File: src/rtl/pe_packet_rx.sv
`default_nettype none
// +--------------------------------------------------------------------------+
// | Module      : pe_packet_rx                                               |
// | Description : PE ingress receiver; loads filter weights from NoC packets |
// |               and streams buffered ifmap rows once the filter is whole.  |
// | Revision    : 1.0 - initial release                                      |
// +--------------------------------------------------------------------------+
module pe_packet_rx #(
  parameter int         WIDTH      = 64,
  parameter logic [3:0] MY_ADDR    = 4'd0,
  parameter int         FILT_ROWS  = 5,
  parameter int         FILT_W     = 5,
  parameter int         WGT_BITS   = 8,
  parameter int         IFMAP_BITS = 25,
  parameter int         FIFO_DEPTH = 4
) (
  input  logic                                  clk,
  input  logic                                  rst_n,
  input  logic                                  pkt_valid,
  output logic                                  pkt_ready,
  input  logic [WIDTH-1:0]                      pkt_data,
  output logic [FILT_ROWS*FILT_W*WGT_BITS-1:0]  filter_q,
  output logic                                  filter_ready,
  output logic                                  ifm_valid,
  input  logic                                  ifm_ready,
  output logic [IFMAP_BITS-1:0]                 ifm_data,
  output logic [3:0]                            ifm_row,
  output logic [7:0]                            drop_cnt,
  output logic                                  err_pulse
);

  localparam int ROW_BITS = FILT_W * WGT_BITS;
  localparam int ENT_BITS = IFMAP_BITS + 4;
  localparam int PTR_W    = (FIFO_DEPTH > 1) ? $clog2(FIFO_DEPTH) : 1;
  localparam int CNT_W    = $clog2(FIFO_DEPTH + 1);

  localparam logic [CNT_W-1:0] c_depth    = CNT_W'(FIFO_DEPTH);
  localparam logic [PTR_W-1:0] c_last_ptr = PTR_W'(FIFO_DEPTH - 1);

  typedef enum logic [0:0] {
    ST_FILT_LOAD = 1'b0,
    ST_RUN       = 1'b1
  } state_t;

  state_t                             r_state;
  logic [FILT_ROWS-1:0]               r_mask;
  logic [FILT_ROWS*ROW_BITS-1:0]      r_filter;
  logic                               r_filter_ready;
  logic [7:0]                         r_drop_cnt;
  logic                               r_err_pulse;
  logic [ENT_BITS-1:0]                r_mem [FIFO_DEPTH];
  logic [PTR_W-1:0]                   r_wr_ptr;
  logic [PTR_W-1:0]                   r_rd_ptr;
  logic [CNT_W-1:0]                   r_count;

  logic [3:0]                         w_dest;
  logic [1:0]                         w_type;
  logic [3:0]                         w_row;
  logic                               w_is_filter;
  logic                               w_drop;
  logic                               w_pkt_ready;
  logic                               w_accept;
  logic                               w_filt_acc;
  logic                               w_push;
  logic                               w_pop;
  logic                               w_ifm_valid;
  logic [FILT_ROWS-1:0]               w_row_hot;
  logic [FILT_ROWS-1:0]               w_mask_next;
  logic [ENT_BITS-1:0]                w_head;
  logic                               w_unused;

  // Header fields sit at the top of the packet; src is carried but ignored.
  assign w_dest      = pkt_data[WIDTH-1  -: 4];
  assign w_type      = pkt_data[WIDTH-9  -: 2];
  assign w_row       = pkt_data[WIDTH-11 -: 4];
  assign w_is_filter = (w_type == 2'b00);
  assign w_unused    = &{1'b0, pkt_data};

  assign w_drop = (w_dest != MY_ADDR) || w_type[1] ||
                  (w_is_filter && (int'(w_row) >= FILT_ROWS));

  // A filter arriving in RUN waits until every buffered ifmap row has left,
  // so rows already queued are processed with the weights they came with.
  always_comb begin
    w_pkt_ready = 1'b0;
    if (w_drop) begin
      w_pkt_ready = 1'b1;
    end else if (w_is_filter) begin
      w_pkt_ready = (r_state == ST_FILT_LOAD) || (r_count == '0);
    end else begin
      w_pkt_ready = (r_count < c_depth);
    end
  end

  assign w_accept    = pkt_valid && w_pkt_ready;
  assign w_filt_acc  = w_accept && !w_drop && w_is_filter;
  assign w_push      = w_accept && !w_drop && !w_is_filter;
  assign w_ifm_valid = (r_state == ST_RUN) && (r_count != '0);
  assign w_pop       = w_ifm_valid && ifm_ready;

  always_comb begin
    w_row_hot = '0;
    for (int r = 0; r < FILT_ROWS; r++) begin
      w_row_hot[r] = (w_row == 4'(r));
    end
    w_mask_next = ((r_state == ST_RUN) ? '0 : r_mask) | w_row_hot;
  end

  always_ff @(posedge clk or negedge rst_n) begin
    if (!rst_n) begin
      r_state        <= ST_FILT_LOAD;
      r_mask         <= '0;
      r_filter       <= '0;
      r_filter_ready <= 1'b0;
      r_drop_cnt     <= '0;
      r_err_pulse    <= 1'b0;
    end else begin
      r_err_pulse <= w_accept && w_drop;
      if (w_accept && w_drop && (r_drop_cnt != 8'hFF)) begin
        r_drop_cnt <= r_drop_cnt + 8'd1;
      end
      if (w_filt_acc) begin
        for (int r = 0; r < FILT_ROWS; r++) begin
          if (w_row_hot[r]) begin
            r_filter[r*ROW_BITS +: ROW_BITS] <= pkt_data[ROW_BITS-1:0];
          end
        end
        r_mask <= w_mask_next;
        if (&w_mask_next) begin
          r_state        <= ST_RUN;
          r_filter_ready <= 1'b1;
        end else begin
          r_state        <= ST_FILT_LOAD;
          r_filter_ready <= 1'b0;
        end
      end
    end
  end

  // Ifmap FIFO; storage is cleared on reset so the head reads as zero.
  always_ff @(posedge clk or negedge rst_n) begin
    if (!rst_n) begin
      for (int i = 0; i < FIFO_DEPTH; i++) begin
        r_mem[i] <= '0;
      end
      r_wr_ptr <= '0;
      r_rd_ptr <= '0;
      r_count  <= '0;
    end else begin
      if (w_push) begin
        r_mem[r_wr_ptr] <= {w_row, pkt_data[IFMAP_BITS-1:0]};
        r_wr_ptr        <= (r_wr_ptr == c_last_ptr) ? '0 : r_wr_ptr + 1'b1;
      end
      if (w_pop) begin
        r_rd_ptr <= (r_rd_ptr == c_last_ptr) ? '0 : r_rd_ptr + 1'b1;
      end
      case ({w_push, w_pop})
        2'b10:   r_count <= r_count + 1'b1;
        2'b01:   r_count <= r_count - 1'b1;
        default: r_count <= r_count;
      endcase
    end
  end

  assign w_head       = r_mem[r_rd_ptr];
  assign pkt_ready    = w_pkt_ready;
  assign filter_q     = r_filter;
  assign filter_ready = r_filter_ready;
  assign ifm_valid    = w_ifm_valid;
  assign ifm_data     = w_head[IFMAP_BITS-1:0];
  assign ifm_row      = w_head[ENT_BITS-1 -: 4];
  assign drop_cnt     = r_drop_cnt;
  assign err_pulse    = r_err_pulse;

endmodule
`default_nettype wire

File: config.mk
export PLATFORM = sky130hd
export DESIGN_NAME = pe_packet_rx
export DESIGN_NICKNAME = d
export VERILOG_FILES = /design/src/rtl/pe_packet_rx.sv
export SDC_FILE = /design/constraint.sdc
export NUM_CORES = 1
export LEC_CHECK = 0
export BUFFER_PORTS_ARGS = -buffer_cell sky130_fd_sc_hd__buf_2
export CORE_AREA = 3 3 201 203
export DETAILED_ROUTE_END_ITERATION = 8
export DIE_AREA = 0 0 204 206
export REMOVE_ABC_BUFFERS = 1
export SYNTH_ARGS = -nofsm -noshare
export SYNTH_HDL_FRONTEND = slang
export SYNTH_SLANG_ARGS = --single-unit
File: constraint.sdc
create_clock -name clk -period 2.75 [get_ports clk]
set_input_delay 0.275 -clock clk [delete_from_list [all_inputs] [get_ports clk]]
set_output_delay 0.275 -clock clk [all_outputs]
set_load 0.03 [all_outputs]
-- Yosys cells after proc, flatten, opt, wreduce, memory -nomap -nowiden
Index checks and enable logic that the tools add are counted.
- register bits: 338
- input bits: 68
- output and inout bits: 241
- add/subtract/negate cells: 5
- order comparisons: 5
- equal/unequal tests: 9
- mux-type cells: 13
- bitwise logic cells: 4
- reductions and logical operators: 27
- operators by type and width (operator ; count):
    116-bit bitwise mux ; 1
    29-bit 2-to-1 mux ; 3
    29-bit binary-select mux with 2-bit select ; 1
    29-bit demux with 2-bit select ; 1
    1-bit logical AND ; 10
    2-bit AND reduction ; 5
    8-bit by 1-bit adder with 8-bit output (second input constant) ; 1
    4-bit by 2-bit equality test with 1-bit output (second input constant) ; 2
    8-bit inequality test (second input constant) ; 1
    2-bit equality test (second input constant) ; 3
    3-bit >= comparator (second input constant) ; 2
    2-bit NOT with 3-bit output ; 2
    3-bit one-hot mux with 2 select lines ; 1
    5-bit 2-to-1 mux ; 1
    5-bit OR ; 1
    5-bit AND reduction ; 1
    2-bit by 1-bit adder with 2-bit output (second input constant) ; 2
    4-bit by 1-bit equality test with 1-bit output (second input constant) ; 1
    4-bit by 3-bit equality test with 1-bit output (second input constant) ; 1
    4-bit by 3-bit >= comparator with 1-bit output (second input constant) ; 1
    4-bit zero test ; 1
    2-bit 2-to-1 mux ; 2
    4-bit nonzero test ; 1
    3-bit by 1-bit adder with 3-bit output (second input constant) ; 1
    12 further kinds ; 17

-- Logic depth before layout (Yosys ltp)
- word-level depth: 9
- depth in mapped cells: 11

-- Least setup slack after synthesis
No wires, ideal clock.
- kind: register to register
- start point: reg filter_ready (netlist name)
- end point: reg r_count[2]
- arrival: 2.176 ns
- setup slack: 0.494 ns
- cell stages (with the launch flop): 10
- buffers on the path: 0
- clock period less this slack: 2.256 ns
- cell sequence: dfrtp_1 > o31a_1 > nand2_1 > inv_1 > ha_1 > inv_1 > fa_1 > xor2_1 > nor2_1 > xor2_1
- RTL lines (element ; RTL line ; text):
    to (signal assigned) ; 158 ; 2'b10: r_count <= r_count + 1'b1;
    to (signal assigned) ; 159 ; 2'b01: r_count <= r_count - 1'b1;
    to (signal assigned) ; 160 ; default: r_count <= r_count;
    to (decl) ; 54 ; logic [CNT_W-1:0] r_count;

-- Final worst setup path
- start point: reg r_rd_ptr[1]
- end point: out ifm_data[24]
- word-level cells in the longest chain between the ends: 4
- RTL lines (element ; RTL line ; text):
    from (decl) ; 53 ; logic [PTR_W-1:0] r_rd_ptr;
    from (signal assigned) ; 155 ; r_rd_ptr <= (r_rd_ptr == c_last_ptr) ? '0 : r_rd_ptr + 1'b1;
    2-bit NOT with 3-bit output (not written as such) ; 165 ; assign w_head = r_mem[r_rd_ptr];
    29-bit binary-select mux with 2-bit select ; 165 ;
    29-bit 2-to-1 mux (not written as such) (2 in a row) ; 165 ;
    to (decl) ; 26 ; output logic [IFMAP_BITS-1:0] ifm_data,
No other way between the ends. The select of a mux whose other input is x is not followed.

==> impl_metrics.py <==
metrics = {
    "clock_tree": {
        "clock-sinks": 338,
        "cts_resized": 0,
        "clkLatencyLatePin_ps": 540,
        "path_clk_slew_ps": 50,
        "cts_tree": "built",
        "htreeDepth": 2,
        "post_cts_buffers": 0,
        "cts_buffer_depth": 3,
        "root_buffer": "clkbuf_16",
        "numCtsBuffers": 39,
    },
    "logic_synthesis": {
        "synth-seq-cells": 338,
        "synth_cell_types": 39,
        "synth_ff_type": "dfrtp_1",
        "yosysTopAreaCell": "dfrtp_1",
        "synth_area_mm2": 0.0135,
        "syn_inst": 827,
        "synth_edf_count": 0,
        "async_flop_share_pct": 100,
        "synth_area_leaders": "dfrtp_1 63%, mux2_2 26%, mux4_2 4.8%",
        "ys_seq_area_share_pct": 62.6,
        "synth_top_area_share_pct": 62.6,
        "syn_avg_cell_area_um2": 16.3,
        "yosys_warnings": 0,
    },
    "sta": {
        "max_freq_mhz": 415,
        "setup_viol": 0,
        "worst_pin_slew_ps": 900,
        "hold_violations": 0,
        "maxSlewViolCount": 0,
        "rsz0062_at_grt": "no",
        "post-route-period-util_pct": 87.6,
        "min_period_ps": 2410,
        "finClkSkew_ps": 13.9,
        "max_slew_margin_pct": 40.0,
    },
    "final_layout": {
        "fill_cells": 3531,
        "fin_cells": 1706,
        "post-route-util_pct": 44.4,
        "area_delta_synth_final_pct": 26.9,
        "insertedDiodeCount": 0,
        "drive_gt1_share_pct": 62.4,
        "nets": 1239,
        "layout_common_cells": "336 x dfrtp_1, 312 x mux2_2, 293 x buf_2, 41 x clkbuf_16",
        "layout_commonest_cell": "dfrtp_1",
        "design_area_mm2": 0.0171,
    },
    "floorplanning": {
        "io_pins": 309,
        "dieArea_mm2": 0.0420,
        "coreArea_mm2": 0.0386,
        "die_h_um": 206,
        "rows": 72,
        "die_x_um": 204,
        "initial_utilization_pct": 34.9,
    },
    "hold_path": {
        "worstHoldPathType": "input pin to register",
    },
    "global_route": {
        "grt_max_degree": 83,
        "antenna_found_initial": 0,
        "grt_first_pass_wirelength_mm": 51.5,
        "overflow": 0,
        "grtUsageTotal_pct": 15.7,
        "grt_pass1_vias": 8916,
    },
    "power": {
        "finalPower_mw": 11.4,
        "peakVddDrop_uv": 463,
        "p_leak_nw": 9.39,
        "power_density_mw_per_mm2": 667,
    },
    "placed_design": {
        "dp_hpwl_mm": 21.8,
        "placed_cell_area_mm2": 0.0158,
        "place.gp.congestion": 0.696,
        "numPortBuffers": 294,
        "dp_cells": 1629,
    },
    "critical_path": {
        "critical_path_arrival_ps": 2130,
        "critPathMaxFanout": 31,
        "critPathRequiredTime_ps": 2480,
        "crit_type": "register to output port",
        "end_kind": "output port",
        "start_kind": "register",
    },
    "job": {
        "max-cap-violations": 0,
    },
    "routing": {
        "drt_iter0_markers": 197,
        "drtAntennaViolNets": 0,
        "post_drt_wl_per_cell_um": 19.3,
        "vias": 8270,
        "drtPass1Iterations": 5,
        "drc_errors": 0,
        "wl_mm": 32.9,
        "vias_per_cell": 4.85,
    },
    "outcome": {
        "status": "finished clean",
    },
}
==> logic make-up (layout without fill, tap and decap cells) <==
group                    Yosys count  in the layout  synth area share (%)
multiplexers                     349            349                  31.5
AO/OA/AOI/OAI                     16             16                 0.797
AND/OR/NAND/NOR                   56             56                  2.10
buffers and inverters             51            412                  1.59
flip-flops                       338            338                  62.6
XOR/XNOR                           9              9                 0.584
adder cells (fa/ha/maj)            8              8                 0.797
==> where the power goes <==
part           internal (mW)  total [mW]  switching (mW)
Combinational          0.395       0.983           0.588
Sequential              5.24        5.41           0.167
Clock                   3.03        5.04            2.01
==> final timing paths <==
check / from / to / slack (ps) / cells past startpoint
hold / removal: pkt_data[28] / filter_q[148] / 30 / 2
setup reg to reg: r_count[0] / filter_q[74] / 670 / 6
setup / recovery: r_rd_ptr[1] / ifm_data[24] / 340 / 2
hold reg to reg: r_mask[3] / r_mask[3] / 480 / 2
min in group asynchronous: rst_n / r_mem[87] / 350 / 2
max in group asynchronous: rst_n / r_mem[96] / 1600 / 3
==> sequential cells by signal, summed over array words and instances, names as in the netlist <==
| name | count |
|---|---|
| drop_cnt | 8 |
| err_pulse | 1 |
| filter_q | 200 |
| filter_ready | 1 |
| r_count | 3 |
| r_mask | 5 |
| r_mem | 116 |
| r_rd_ptr | 2 |
| r_wr_ptr | 2 |
==> Yosys cell counts (2+ instances only) <==
cell type / count
a31oi_1: 3
and3_1: 3
buf_1: 11
buf_2: 7
buf_4: 4
clkbuf_1: 21
dfrtp_1: 338
ha_1: 7
inv_1: 8
mux2_1: 6
mux2_2: 312
mux2i_1: 2
mux4_2: 29
nand2_1: 26
nand3_1: 3
nand4_1: 5
nor2_1: 7
nor2b_1: 2
nor3_2: 2
o21ai_0: 5
xnor2_1: 6
xor2_1: 3
==> metal layers <==
metal / global-route usage [%] / vias up / wire length, um
met5: 0 / - / 0
li1: - / 3655 / -
met2: 25.5 / 213 / 15300
met3: 5.12 / 63 / 2500
met4: 5.36 / 0 / 864
met1: 20.0 / 4339 / 14200
==> cell type report <==
class                   instances  area [um^2]  share of cell area [%]
well taps                     518          648                    3.78
clock inverters                 8         53.8                   0.314
inverters                       8         30.0                   0.175
multi-input cells             438         4850                    28.3
flip-flops and latches        338         8460                    49.4
clock buffers                  58         1210                    7.06
repair buffers                338         1890                    11.0
==> metrics by stage <==
step	setup TNS (ps)	hold WS, ps	setup slack [ps]
after CTS	0	0.973	229
after floorplan	-64460	-20.6	-521
after global routing	0	19.6	215
after detailed placement	0	342	484
after global placement	0	346	485
final	0	34.9	342
==> timing repair <==
action,4_1_cts,5_1_grt
endpoints found under the setup margin,0,0
endpoints found under the hold margin,108,0
hold buffers,11,0
==> worst max-delay path, cell delays in order, from the launching register on <==
cell and delay [ps]:
dfrtp_2 950, mux4_2 430, buf_2 200
Power figures use the tool's default switching activity.
